## src/rtl/ulpi_reg_access_if.sv

```systemverilog
// ulpi_reg_access_if
// Bundles the register-request handshake from the control logic and the
// link side of the ULPI bus used by ulpi_reg_access.
// slave  : the register engine (consumes requests, drives stp/data).
// master : the requester / PHY side that drives requests and dir/nxt/data.
interface ulpi_reg_access_if;
    // Register request side
    logic       i_enable;
    logic       i_req;
    logic       i_we;
    logic [7:0] i_addr;
    logic [7:0] i_wdata;
    logic       o_busy;
    logic       o_done;
    logic       o_err;
    logic [7:0] o_rdata;
    // ULPI bus side
    logic       i_dir;
    logic       i_nxt;
    logic [7:0] i_data;
    logic       o_stp;
    logic [7:0] o_data;
    logic       o_data_oe;

    modport slave (
        input  i_enable, i_req, i_we, i_addr, i_wdata,
        input  i_dir, i_nxt, i_data,
        output o_busy, o_done, o_err, o_rdata,
        output o_stp, o_data, o_data_oe
    );

    modport master (
        output i_enable, i_req, i_we, i_addr, i_wdata,
        output i_dir, i_nxt, i_data,
        input  o_busy, o_done, o_err, o_rdata,
        input  o_stp, o_data, o_data_oe
    );
endinterface

```

## src/rtl/ulpi_reg_access.sv

```systemverilog
// ulpi_reg_access
// Link-side ULPI PHY register read/write engine. Turns one register request
// into a TX CMD sequence, follows the nxt/dir handshake, retries after PHY
// aborts and gives up with an error after a timeout or too many retries.
// Optional build macro: ULPI_REG_EXT_ADDR_EN enables extended register
// addressing (addresses above 0x3E are sent through an extra TX_EXT byte).
module ulpi_reg_access #(
    parameter int TIMEOUT_CYCLES = 255,
    parameter int MAX_RETRY      = 3
) (
    input  logic             i_clk,
    input  logic             i_rst,
    ulpi_reg_access_if.slave bus
);

    localparam int TMO_W = $clog2(TIMEOUT_CYCLES + 1);
    localparam int RTY_W = $clog2(MAX_RETRY + 2);
`ifdef ULPI_REG_EXT_ADDR_EN
    localparam int ADDR_W = 8;
`else
    localparam int ADDR_W = 6;
`endif

    localparam logic [TMO_W-1:0] TMO_LAST  = TMO_W'(TIMEOUT_CYCLES - 1);
    localparam logic [RTY_W-1:0] RTY_LIMIT = RTY_W'(MAX_RETRY);

    typedef enum logic [3:0] {
        IDLE,
        TX_CMD,
`ifdef ULPI_REG_EXT_ADDR_EN
        TX_EXT,
`endif
        TX_DATA,
        TX_STP,
        RD_TURN,
        RD_DATA,
        RD_BACK,
        RD_TA,
        WAIT_DIR_LOW,
        ABORT_TA,
        DONE
    } state_t;

    state_t            state_reg;
    logic              we_reg;
    logic [ADDR_W-1:0] addr_reg;
    logic [7:0]        wdata_reg;
    logic              busy_reg;
    logic              done_reg;
    logic              err_reg;
    logic              err_flag_reg;
    logic [7:0]        rdata_reg;
    logic              stp_reg;
    logic [7:0]        data_reg;
    logic [TMO_W-1:0]  tmo_cnt_reg;
    logic [RTY_W-1:0]  retry_cnt_reg;
    logic              drive;
    logic              tmo_hit;

`ifndef ULPI_REG_EXT_ADDR_EN
    // Upper address bits have no meaning without extended addressing.
    logic unused_addr_hi;
    assign unused_addr_hi = &{1'b0, bus.i_addr[7:6]};
`endif

    // TX CMD byte: register write 2'b10 / read 2'b11 plus the address field.
    function automatic logic [7:0] cmd_byte(input logic we, input logic [ADDR_W-1:0] addr);
        logic [1:0] op;
        op = we ? 2'b10 : 2'b11;
`ifdef ULPI_REG_EXT_ADDR_EN
        if (addr > 8'h3E) begin
            return {op, 6'b101111};
        end
`endif
        return {op, addr[5:0]};
    endfunction

    // Link owns the bus only in the transmit states, and never while dir is high.
    assign drive = (state_reg == TX_CMD)
`ifdef ULPI_REG_EXT_ADDR_EN
                || (state_reg == TX_EXT)
`endif
                || (state_reg == TX_DATA)
                || (state_reg == TX_STP);

    assign tmo_hit = (tmo_cnt_reg == TMO_LAST);

    assign bus.o_data_oe = drive && !bus.i_dir;
    assign bus.o_busy    = busy_reg;
    assign bus.o_done    = done_reg;
    assign bus.o_err     = err_reg;
    assign bus.o_rdata   = rdata_reg;
    assign bus.o_stp     = stp_reg;
    assign bus.o_data    = data_reg;

    // Main sequencer: state, registered outputs, retry and timeout counters.
    always_ff @(posedge i_clk or posedge i_rst) begin
        if (i_rst) begin
            state_reg     <= IDLE;
            we_reg        <= 1'b0;
            addr_reg      <= '0;
            wdata_reg     <= '0;
            busy_reg      <= 1'b0;
            done_reg      <= 1'b0;
            err_reg       <= 1'b0;
            err_flag_reg  <= 1'b0;
            rdata_reg     <= '0;
            stp_reg       <= 1'b0;
            data_reg      <= '0;
            tmo_cnt_reg   <= '0;
            retry_cnt_reg <= '0;
        end else begin
            case (state_reg)
                IDLE: begin
                    // dir high means the PHY owns the bus: hold the request off.
                    if (bus.i_req && bus.i_enable && !bus.i_dir) begin
                        we_reg        <= bus.i_we;
                        addr_reg      <= bus.i_addr[ADDR_W-1:0];
                        wdata_reg     <= bus.i_wdata;
                        busy_reg      <= 1'b1;
                        err_reg       <= 1'b0;
                        err_flag_reg  <= 1'b0;
                        retry_cnt_reg <= '0;
                        tmo_cnt_reg   <= '0;
                        data_reg      <= cmd_byte(bus.i_we, bus.i_addr[ADDR_W-1:0]);
                        state_reg     <= TX_CMD;
                    end
                end

                TX_CMD: begin
                    if (bus.i_dir) begin
                        data_reg    <= '0;
                        tmo_cnt_reg <= '0;
                        state_reg   <= WAIT_DIR_LOW;
`ifdef ULPI_REG_EXT_ADDR_EN
                    end else if (bus.i_nxt && (addr_reg > 8'h3E)) begin
                        data_reg    <= addr_reg;
                        tmo_cnt_reg <= '0;
                        state_reg   <= TX_EXT;
`endif
                    end else if (bus.i_nxt && we_reg) begin
                        data_reg    <= wdata_reg;
                        tmo_cnt_reg <= '0;
                        state_reg   <= TX_DATA;
                    end else if (bus.i_nxt) begin
                        data_reg    <= '0;
                        tmo_cnt_reg <= '0;
                        state_reg   <= RD_TURN;
                    end else if (tmo_hit) begin
                        // We were driving, so terminate with stp before reporting.
                        data_reg     <= '0;
                        stp_reg      <= 1'b1;
                        err_flag_reg <= 1'b1;
                        tmo_cnt_reg  <= '0;
                        state_reg    <= TX_STP;
                    end else begin
                        tmo_cnt_reg <= tmo_cnt_reg + 1'b1;
                    end
                end

`ifdef ULPI_REG_EXT_ADDR_EN
                TX_EXT: begin
                    if (bus.i_dir) begin
                        data_reg    <= '0;
                        tmo_cnt_reg <= '0;
                        state_reg   <= WAIT_DIR_LOW;
                    end else if (bus.i_nxt && we_reg) begin
                        data_reg    <= wdata_reg;
                        tmo_cnt_reg <= '0;
                        state_reg   <= TX_DATA;
                    end else if (bus.i_nxt) begin
                        data_reg    <= '0;
                        tmo_cnt_reg <= '0;
                        state_reg   <= RD_TURN;
                    end else if (tmo_hit) begin
                        data_reg     <= '0;
                        stp_reg      <= 1'b1;
                        err_flag_reg <= 1'b1;
                        tmo_cnt_reg  <= '0;
                        state_reg    <= TX_STP;
                    end else begin
                        tmo_cnt_reg <= tmo_cnt_reg + 1'b1;
                    end
                end
`endif

                TX_DATA: begin
                    if (bus.i_dir) begin
                        data_reg    <= '0;
                        tmo_cnt_reg <= '0;
                        state_reg   <= WAIT_DIR_LOW;
                    end else if (bus.i_nxt) begin
                        data_reg    <= '0;
                        stp_reg     <= 1'b1;
                        tmo_cnt_reg <= '0;
                        state_reg   <= TX_STP;
                    end else if (tmo_hit) begin
                        data_reg     <= '0;
                        stp_reg      <= 1'b1;
                        err_flag_reg <= 1'b1;
                        tmo_cnt_reg  <= '0;
                        state_reg    <= TX_STP;
                    end else begin
                        tmo_cnt_reg <= tmo_cnt_reg + 1'b1;
                    end
                end

                TX_STP: begin
                    // stp is a single-cycle pulse; completion follows directly.
                    stp_reg   <= 1'b0;
                    done_reg  <= 1'b1;
                    busy_reg  <= 1'b0;
                    err_reg   <= err_flag_reg;
                    state_reg <= DONE;
                end

                RD_TURN: begin
                    if (bus.i_dir && bus.i_nxt) begin
                        // RX CMD instead of read data: PHY aborted the read.
                        tmo_cnt_reg <= '0;
                        state_reg   <= WAIT_DIR_LOW;
                    end else if (bus.i_dir) begin
                        tmo_cnt_reg <= '0;
                        state_reg   <= RD_DATA;
                    end else if (tmo_hit) begin
                        done_reg    <= 1'b1;
                        busy_reg    <= 1'b0;
                        err_reg     <= 1'b1;
                        tmo_cnt_reg <= '0;
                        state_reg   <= DONE;
                    end else begin
                        tmo_cnt_reg <= tmo_cnt_reg + 1'b1;
                    end
                end

                RD_DATA: begin
                    if (bus.i_dir && !bus.i_nxt) begin
                        rdata_reg   <= bus.i_data;
                        tmo_cnt_reg <= '0;
                        state_reg   <= RD_BACK;
                    end else if (tmo_hit) begin
                        done_reg    <= 1'b1;
                        busy_reg    <= 1'b0;
                        err_reg     <= 1'b1;
                        tmo_cnt_reg <= '0;
                        state_reg   <= DONE;
                    end else begin
                        tmo_cnt_reg <= tmo_cnt_reg + 1'b1;
                    end
                end

                RD_BACK: begin
                    if (!bus.i_dir) begin
                        state_reg <= RD_TA;
                    end
                end

                RD_TA: begin
                    // Turnaround cycle after the PHY hands the bus back.
                    done_reg  <= 1'b1;
                    busy_reg  <= 1'b0;
                    err_reg   <= 1'b0;
                    state_reg <= DONE;
                end

                WAIT_DIR_LOW: begin
                    // No timeout here: the PHY may hold the bus for as long as it needs.
                    if (!bus.i_dir) begin
                        state_reg <= ABORT_TA;
                    end
                end

                ABORT_TA: begin
                    retry_cnt_reg <= retry_cnt_reg + 1'b1;
                    tmo_cnt_reg   <= '0;
                    if (retry_cnt_reg == RTY_LIMIT) begin
                        done_reg  <= 1'b1;
                        busy_reg  <= 1'b0;
                        err_reg   <= 1'b1;
                        state_reg <= DONE;
                    end else begin
                        data_reg  <= cmd_byte(we_reg, addr_reg);
                        state_reg <= TX_CMD;
                    end
                end

                DONE: begin
                    done_reg  <= 1'b0;
                    state_reg <= IDLE;
                end

                default: begin
                    state_reg <= IDLE;
                end
            endcase
        end
    end

endmodule

```

## src/flat_wrapper.sv

```systemverilog
// flat-port wrapper written by rule: the top's interface ports become plain ports
module ulpi_reg_access_flat 
#(
    parameter int TIMEOUT_CYCLES = 255,
    parameter int MAX_RETRY      = 3
)
  (i_clk, i_rst, bus_i_enable, bus_i_req, bus_i_we, bus_i_addr, bus_i_wdata, bus_i_dir, bus_i_nxt, bus_i_data, bus_o_busy, bus_o_done, bus_o_err, bus_o_rdata, bus_o_stp, bus_o_data, bus_o_data_oe);
  ulpi_reg_access_if bus_i ();
  input  logic i_clk;
  input  logic i_rst;
  input wire logic [$bits(bus_i.i_enable)-1:0] bus_i_enable;
  input wire logic [$bits(bus_i.i_req)-1:0] bus_i_req;
  input wire logic [$bits(bus_i.i_we)-1:0] bus_i_we;
  input wire logic [$bits(bus_i.i_addr)-1:0] bus_i_addr;
  input wire logic [$bits(bus_i.i_wdata)-1:0] bus_i_wdata;
  input wire logic [$bits(bus_i.i_dir)-1:0] bus_i_dir;
  input wire logic [$bits(bus_i.i_nxt)-1:0] bus_i_nxt;
  input wire logic [$bits(bus_i.i_data)-1:0] bus_i_data;
  output wire logic [$bits(bus_i.o_busy)-1:0] bus_o_busy;
  output wire logic [$bits(bus_i.o_done)-1:0] bus_o_done;
  output wire logic [$bits(bus_i.o_err)-1:0] bus_o_err;
  output wire logic [$bits(bus_i.o_rdata)-1:0] bus_o_rdata;
  output wire logic [$bits(bus_i.o_stp)-1:0] bus_o_stp;
  output wire logic [$bits(bus_i.o_data)-1:0] bus_o_data;
  output wire logic [$bits(bus_i.o_data_oe)-1:0] bus_o_data_oe;
  assign bus_i.i_enable = bus_i_enable;
  assign bus_i.i_req = bus_i_req;
  assign bus_i.i_we = bus_i_we;
  assign bus_i.i_addr = bus_i_addr;
  assign bus_i.i_wdata = bus_i_wdata;
  assign bus_i.i_dir = bus_i_dir;
  assign bus_i.i_nxt = bus_i_nxt;
  assign bus_i.i_data = bus_i_data;
  assign bus_o_busy = bus_i.o_busy;
  assign bus_o_done = bus_i.o_done;
  assign bus_o_err = bus_i.o_err;
  assign bus_o_rdata = bus_i.o_rdata;
  assign bus_o_stp = bus_i.o_stp;
  assign bus_o_data = bus_i.o_data;
  assign bus_o_data_oe = bus_i.o_data_oe;
  ulpi_reg_access #(.TIMEOUT_CYCLES(TIMEOUT_CYCLES), .MAX_RETRY(MAX_RETRY)) u_core (.i_clk(i_clk), .i_rst(i_rst), .bus(bus_i));
endmodule
```

## config.mk

```make
export PLATFORM = sky130hd
export DESIGN_NAME = ulpi_reg_access_flat
export DESIGN_NICKNAME = d
export VERILOG_FILES = /design/src/rtl/ulpi_reg_access_if.sv /design/src/rtl/ulpi_reg_access.sv /design/src/flat_wrapper.sv
export SDC_FILE = /design/constraint.sdc
export NUM_CORES = 1
export LEC_CHECK = 0
export ABC_AREA = 1
export CAP_MARGIN = 20
export CORE_MARGIN = 2
export CORE_UTILIZATION = 52
export CTS_BUF_LIST = sky130_fd_sc_hd__clkbuf_4 sky130_fd_sc_hd__clkbuf_8
export DETAILED_ROUTE_END_ITERATION = 7
export HOLD_SLACK_MARGIN = 0.12
export PLACE_DENSITY = 0.79
export SYNTH_ARGS = -nofsm -noshare
export SYNTH_HDL_FRONTEND = slang
export SYNTH_SLANG_ARGS = --single-unit
```

## constraint.sdc

```tcl
create_clock -name i_clk -period 2.2 [get_ports i_clk]
set_clock_uncertainty 0.1 [all_clocks]
set_input_delay 0.33 -clock i_clk [delete_from_list [all_inputs] [get_ports i_clk]]
set_output_delay 0.33 -clock i_clk [all_outputs]
set_load 0.02 [all_outputs]
```

* Word level (Yosys, flattened, before mapping)
Cells that the tools add are included.
Storage, ports and cells: register bits after elaboration 51, input port bits 31
Cells by class: add/sub/neg operators 2, eq/ne operators 24, muxes and demuxes 69, reductions and logical operators 31
Operator list (count):
- 8-bit 2-to-1 mux | 16
- 4-bit 2-to-1 mux | 14
- 8-bit case mux with 6 select lines | 1
- 4-bit case mux with 9 select lines | 1
- 8-bit case mux with 4 select lines | 1
- 1-bit 2-to-1 mux | 29
- 2-bit inequality test (second input constant) | 10
- 4-bit by 3-bit equality test with 1-bit output (second input constant) | 4
- 5-bit AND reduction | 3
- 4-bit equality test (second input constant) | 3
- 6-bit AND reduction | 2
- 6-bit nonzero test | 2
- 1-bit case mux with 5 select lines | 2
- 5-bit nonzero test | 2
- 8-bit by 1-bit adder with 8-bit output (second input constant) | 1
- 4-bit by 2-bit equality test with 1-bit output (second input constant) | 2
- 8-bit equality test (second input constant) | 1
- 2-bit AND reduction | 4
- 1-bit logical AND | 6
- 1-bit case mux with 3 select lines | 2
- 1-bit case mux with 6 select lines | 1
- 3-bit case mux with 2 select lines | 1
- 3-bit AND reduction | 2
- 3-bit nonzero test | 2
- 11 further kinds | 14

* Logic depth before layout (Yosys ltp)
Gate-level depths: netlist of the first run.
depth after elaboration 6, gate-level depth with buffers 11

* Worst setup path before layout of the first run
No wires, ideal clock.
path kind flip-flop to flip-flop, start reg u_core.state_reg[0], end reg u_core.tmo_cnt_reg[7], library setup time 113 ps, arrival 1358 ps, slack 629 ps, stages on the path, launching flop included 10, path buffers 0, cell sequence dfrtp_1 > nor2_2 > nand2_2 > inv_2 > nand2_4 > o21ai_4 > nand2_2 > a21o_1 > nand2_1 > inv_1
Between the ends: word-level cells in the longest chain between the ends 3
Ends and longest elaborated chain:
- start: declaration | RTL line ulpi_reg_access.sv:44 | state_t state_reg;
- start signal: assignment | RTL line ulpi_reg_access.sv:99 | state_reg <= IDLE;
- start signal: assignment | RTL line ulpi_reg_access.sv:126 | state_reg <= TX_CMD;
- start signal: assignment | RTL line ulpi_reg_access.sv:134 | state_reg <= WAIT_DIR_LOW;
- 4-bit by 3-bit equality test with 1-bit output, or another cell as far along | RTL line ulpi_reg_access.sv:113 | case (state_reg)
- 6-bit nonzero test (no source line) / 2-bit by 1-bit inequality test with 1-bit output (equally long branches)
- 2-bit AND reduction (no source line)
- end signal: assignment | RTL line ulpi_reg_access.sv:157 | tmo_cnt_reg <= tmo_cnt_reg + 1'b1;
- end signal: assignment | RTL line ulpi_reg_access.sv:204 | tmo_cnt_reg <= tmo_cnt_reg + 1'b1;
- end signal: assignment | RTL line ulpi_reg_access.sv:232 | tmo_cnt_reg <= tmo_cnt_reg + 1'b1;
- end: declaration | RTL line ulpi_reg_access.sv:55 | logic [TMO_W-1:0] tmo_cnt_reg;
Parallel ways exist; a longest one is shown, timed or not. A chain may end at the register's enable or synchronous reset.

* Final worst setup path of the first run
start reg u_core.state_reg[3], end reg u_core.state_reg[0]
Between the ends: word-level cells in the longest chain between the ends 3
Ends and longest elaborated chain (RTL line):
- 4-bit by 3-bit equality test with 1-bit output, or another cell as far along | ulpi_reg_access.sv:113
- 2-bit OR reduction (no source line), or another cell as far along
- 4-bit case mux with 9 select lines / 3-bit AND reduction (equally long branches)
Parallel ways exist; a longest one is shown, timed or not.

==> key figures, run 1 <==
Synth
  – Syn avg cell area: around 7.4 sq um
  – Gate Count Post-Synth: 384
  – Register area share after synthesis: 0.4519
  – Yosys synthesis warning count: 0
  – FFs w/ async S/R, synth: 1.000
  – EDFF count, synth: 0
  – Unique masters post-synth: 33
  – Syn_nets: 419
  – Commonest cells post-synth: nand2_1, dfrtp_1, inv_1
  – Largest cells by area after synthesis: dfrtp_1, nand2_1, nand3_1
  – Post-synth top area cell: dfrtp_1
  – Mapped Area: 2824 sq um
  – Synth Flop Type: dfrtp_1
  – Seq cells post-synth: 51
  – Top cell type's share of synthesized area: 0.4519
  – Top-count cell post-synth: nand2_1

Place
  – Routability cong.: 0.9558
  – I/O Buffers: 49
  – Dpl hpwl: between 5 and 6 mm
  – Placed cell count: 509

GRT
  – Vias in the first global route: 2,589
  – Initial antenna violation count: 0
  – GR Util All Layers: 0.2436
  – First-pass GRT wire length: 11.90 mm
  – Largest net degree at the start of global routing: 24
  – Overflow after GRT: 0

Worst setup path
  – Reg2reg setup slack: 0.31 ns
  – Worst Setup SP: u_core.state_reg[3]
  – Reg2reg start: u_core.state_reg[3]
  – Crit Path Class: reg2reg
  – Crit path buf inv count: 3
  – Element type at the critical path end: register
  – CP Depth: 9
  – CP arrival: 2.04 ns
  – CP delay by family, top: simple AND/OR/NAND/NOR gates
  – CP max FO: 8
  – Cell Chain, Critical Path: inv_2, nor2_1, nand2_1, buf_4, nor2_1, nor3_1, nand4_1, nand2_1, inv_1
  – CP endpoint: u_core.state_reg[0]
  – R2r worst-path depth: 9
  – Crit-path max cell delay: 0.51 ns
  – Worst path required time: 2.35 ns
  – Crit start category: register
  – RR Endpoint: u_core.state_reg[0]
  – Worst path slowest cell: dfrtp_1

Die
  – Core Box Area: 5172 sq um
  – Initial core utilization: 0.5460
  – Die X-Extent: 77.70 um
  – Die height: roughly 78 um
  – Die area: 6037 sq um
  – Num rows: 26
  – Io pins: 52

Cells and area
  – Antenna diode count: 0
  – P&R area growth vs syn: 26.19%
  – Post-route insts no fill: about 520
  – Nets: 481
  – Core Util, Final: 0.6889
  – Layout cells sized above 1: 0.1119

Hold path
  – Hold Crit Class: in2async

Outcome
  – Status: finished clean

Power
  – Peak supply drop: just under 0.7 mV
  – Power density cells: roughly 1100 nW/um^2
  – Sequential cell fraction of total power: 0.367
  – Switching part of the total: 0.4400
  – Switching power: 0.001737 W
  – Combinational share of power: 0.496
  – Int Pwr: 0.002211 W
  – Clock share of power: 0.137
  – Tot Pwr: around 0.0039 W
  – LEAKAGE: 1.845 nW

STA
  – Fin Setup TNS: 0 ns
  – Pins Over Slew Limit: 0
  – Fmax: about 530 MHz
  – Max_slew headroom: 0.6996
  – Period utilization: 0.8587
  – Min Clock Period, post-route: approximately 1.9 ns
  – Worst hold slack: 0.2156 ns
  – Slew at the pin closest to its max-slew limit: 0.4501 ns
  – Unrepaired setup endpoints after global routing: no
  – Final count of negative-setup-slack endpoints: 0
  – Final hold vios: 0

Job
  – Max-cap viol count: 0

Route
  – Vias per Instance: 5.217
  – Routed vias: 2,697
  – Wire per inst: 13.32 um
  – DRT Pass-1 Iters: 4
  – Post-route ant nets: 0
  – Initial DRC count: 184
  – Drt total wl: approximately 6.9 mm
  – DRC: 0

Clock network
  – Post-CTS Hold Fix Bufs: 0
  – CTS Buffer Depth: 2
  – CTS tree: done
  – Clock Latency Late Sink: 0.31 ns
  – CTS Root Cell: clkbuf_8
  – Post-CTS setup buffers: 0
  – H-tree depth: 2
  – Clock-pin slew on the worst setup and hold paths: 0.10 ns
  – CTS buffer count: 5
  – CTS Sinks: 51
## placed cells by master (no fill, tap or decap), types with 2 or more instances in the layout
cell             Yosys  final
nand2_1            156    156
dfrtp_1             51     50
clkdlybuf4s50_1      0     48
inv_1               34     33
nand3_1             30     30
nor2_1              24     24
o21ai_0             16     16
buf_4                3     12
inv_2                7      8
nand2_2              8      8
a21oi_1              7      7
nand4_1              6      6
nor3_1               5      5
o21ai_1              5      5
clkbuf_8             0      5
nor2_4               4      4
ha_1                 4      4
o211ai_1             3      3
nor2_2               2      2
o21ai_4              2      2
clkinv_2             0      2
## per-layer routing
layer | GRT usage | routed length, um | vias to the layer above
li1 | - | - | 1332
met1 | 0.3298 | 3081 | 1280
met2 | 0.3957 | 3377 | 77
met3 | 0.03953 | 347 | 8
met4 | 0.08750 | 82 | 0
met5 | 0 | 0 | -
## area by class of cell
cell class	instances	area (sq um)
Inverter	42	157.7
Tap cell	70	87.58
Fill cell	427	1609
Clock inverter	3	18.77
Clock buffer	5	68.82
Timing Repair Buffer	62	603.1
Multi-Input combinational cell	284	1350
Sequential cell	51	1277
## worst reg2reg max path, stage by stage, from the launching register on
cell and delay (ns):
dfrtp_1 0.51, inv_2 0.08, nor2_1 0.27, nand2_1 0.29, buf_4 0.25, nor2_1 0.09, nor3_1 0.07, nand4_1 0.08
nand2_1 0.05, inv_1 0.05
## power groups by stage
stage | combinational, W | sequential (W) | clock (W)
floorplan | 0.00116 | 0.00155 | 0
global placement | 0.00190 | 0.00145 | 0
detailed placement | 0.00194 | 0.00146 | 0
CTS | 0.00196 | 0.00144 | 0.000554
global route | 0.00219 | 0.00148 | 0.000582
finish | 0.00196 | 0.00145 | 0.000541
## repair_timing
item | CTS | global route
hold endpoints to repair | 0 | 0
setup endpoints to repair | 0 | 1
resized for setup | 0 | 2
## through the flow
stage	area (sq um)	worst slack, ns
4_1_cts	3560	0.01856
3_3_place_gp	3472	0.1495
3_5_place_dp	3472	0.1202
5_1_grt	3563	0.1779
2_1_floorplan	2824	0.5405
6_report	3563	0.3109
## cells by family (layout without fill, tap and decap cells)
kind of cell | count (synthesis) | count (layout) | share of synthesized area
DFF | 51 | 51 | 0.4519
adders and majority gates | 4 | 4 | 0.01772
buffers and inverters | 49 | 112 | 0.07000
and+or+nand+nor | 239 | 239 | 0.3660
xor gates and xnor gates | 1 | 1 | 0.003102
AOI/OAI and AO/OA | 40 | 40 | 0.09128
## how the worst min path moves through the flow
stage | start | endpoint | slack [ns] | cells after the start
global route | i_rst | u_core.wdata_reg[4] | 0.27 | 2
finish | i_rst | u_core.wdata_reg[4] | 0.22 | 2
global placement | u_core.addr_reg[3] | u_core.addr_reg[3] | 0.35 | 2
CTS | i_rst | u_core.wdata_reg[4] | 0.22 | 2
floorplan | bus_i_data[0] | u_core.bus.o_rdata[0] | 0.34 | 2
detailed placement | u_core.addr_reg[1] | u_core.addr_reg[1] | 0.36 | 2
Power figures use the tool's default switching activity.
==> run 2: changes to the inputs <==
GPL_ROUTABILITY_DRIVEN = 1   (was not set)
==> results of run 2 <==
The final DEF is identical to that of run 1; final timing and power are the same.
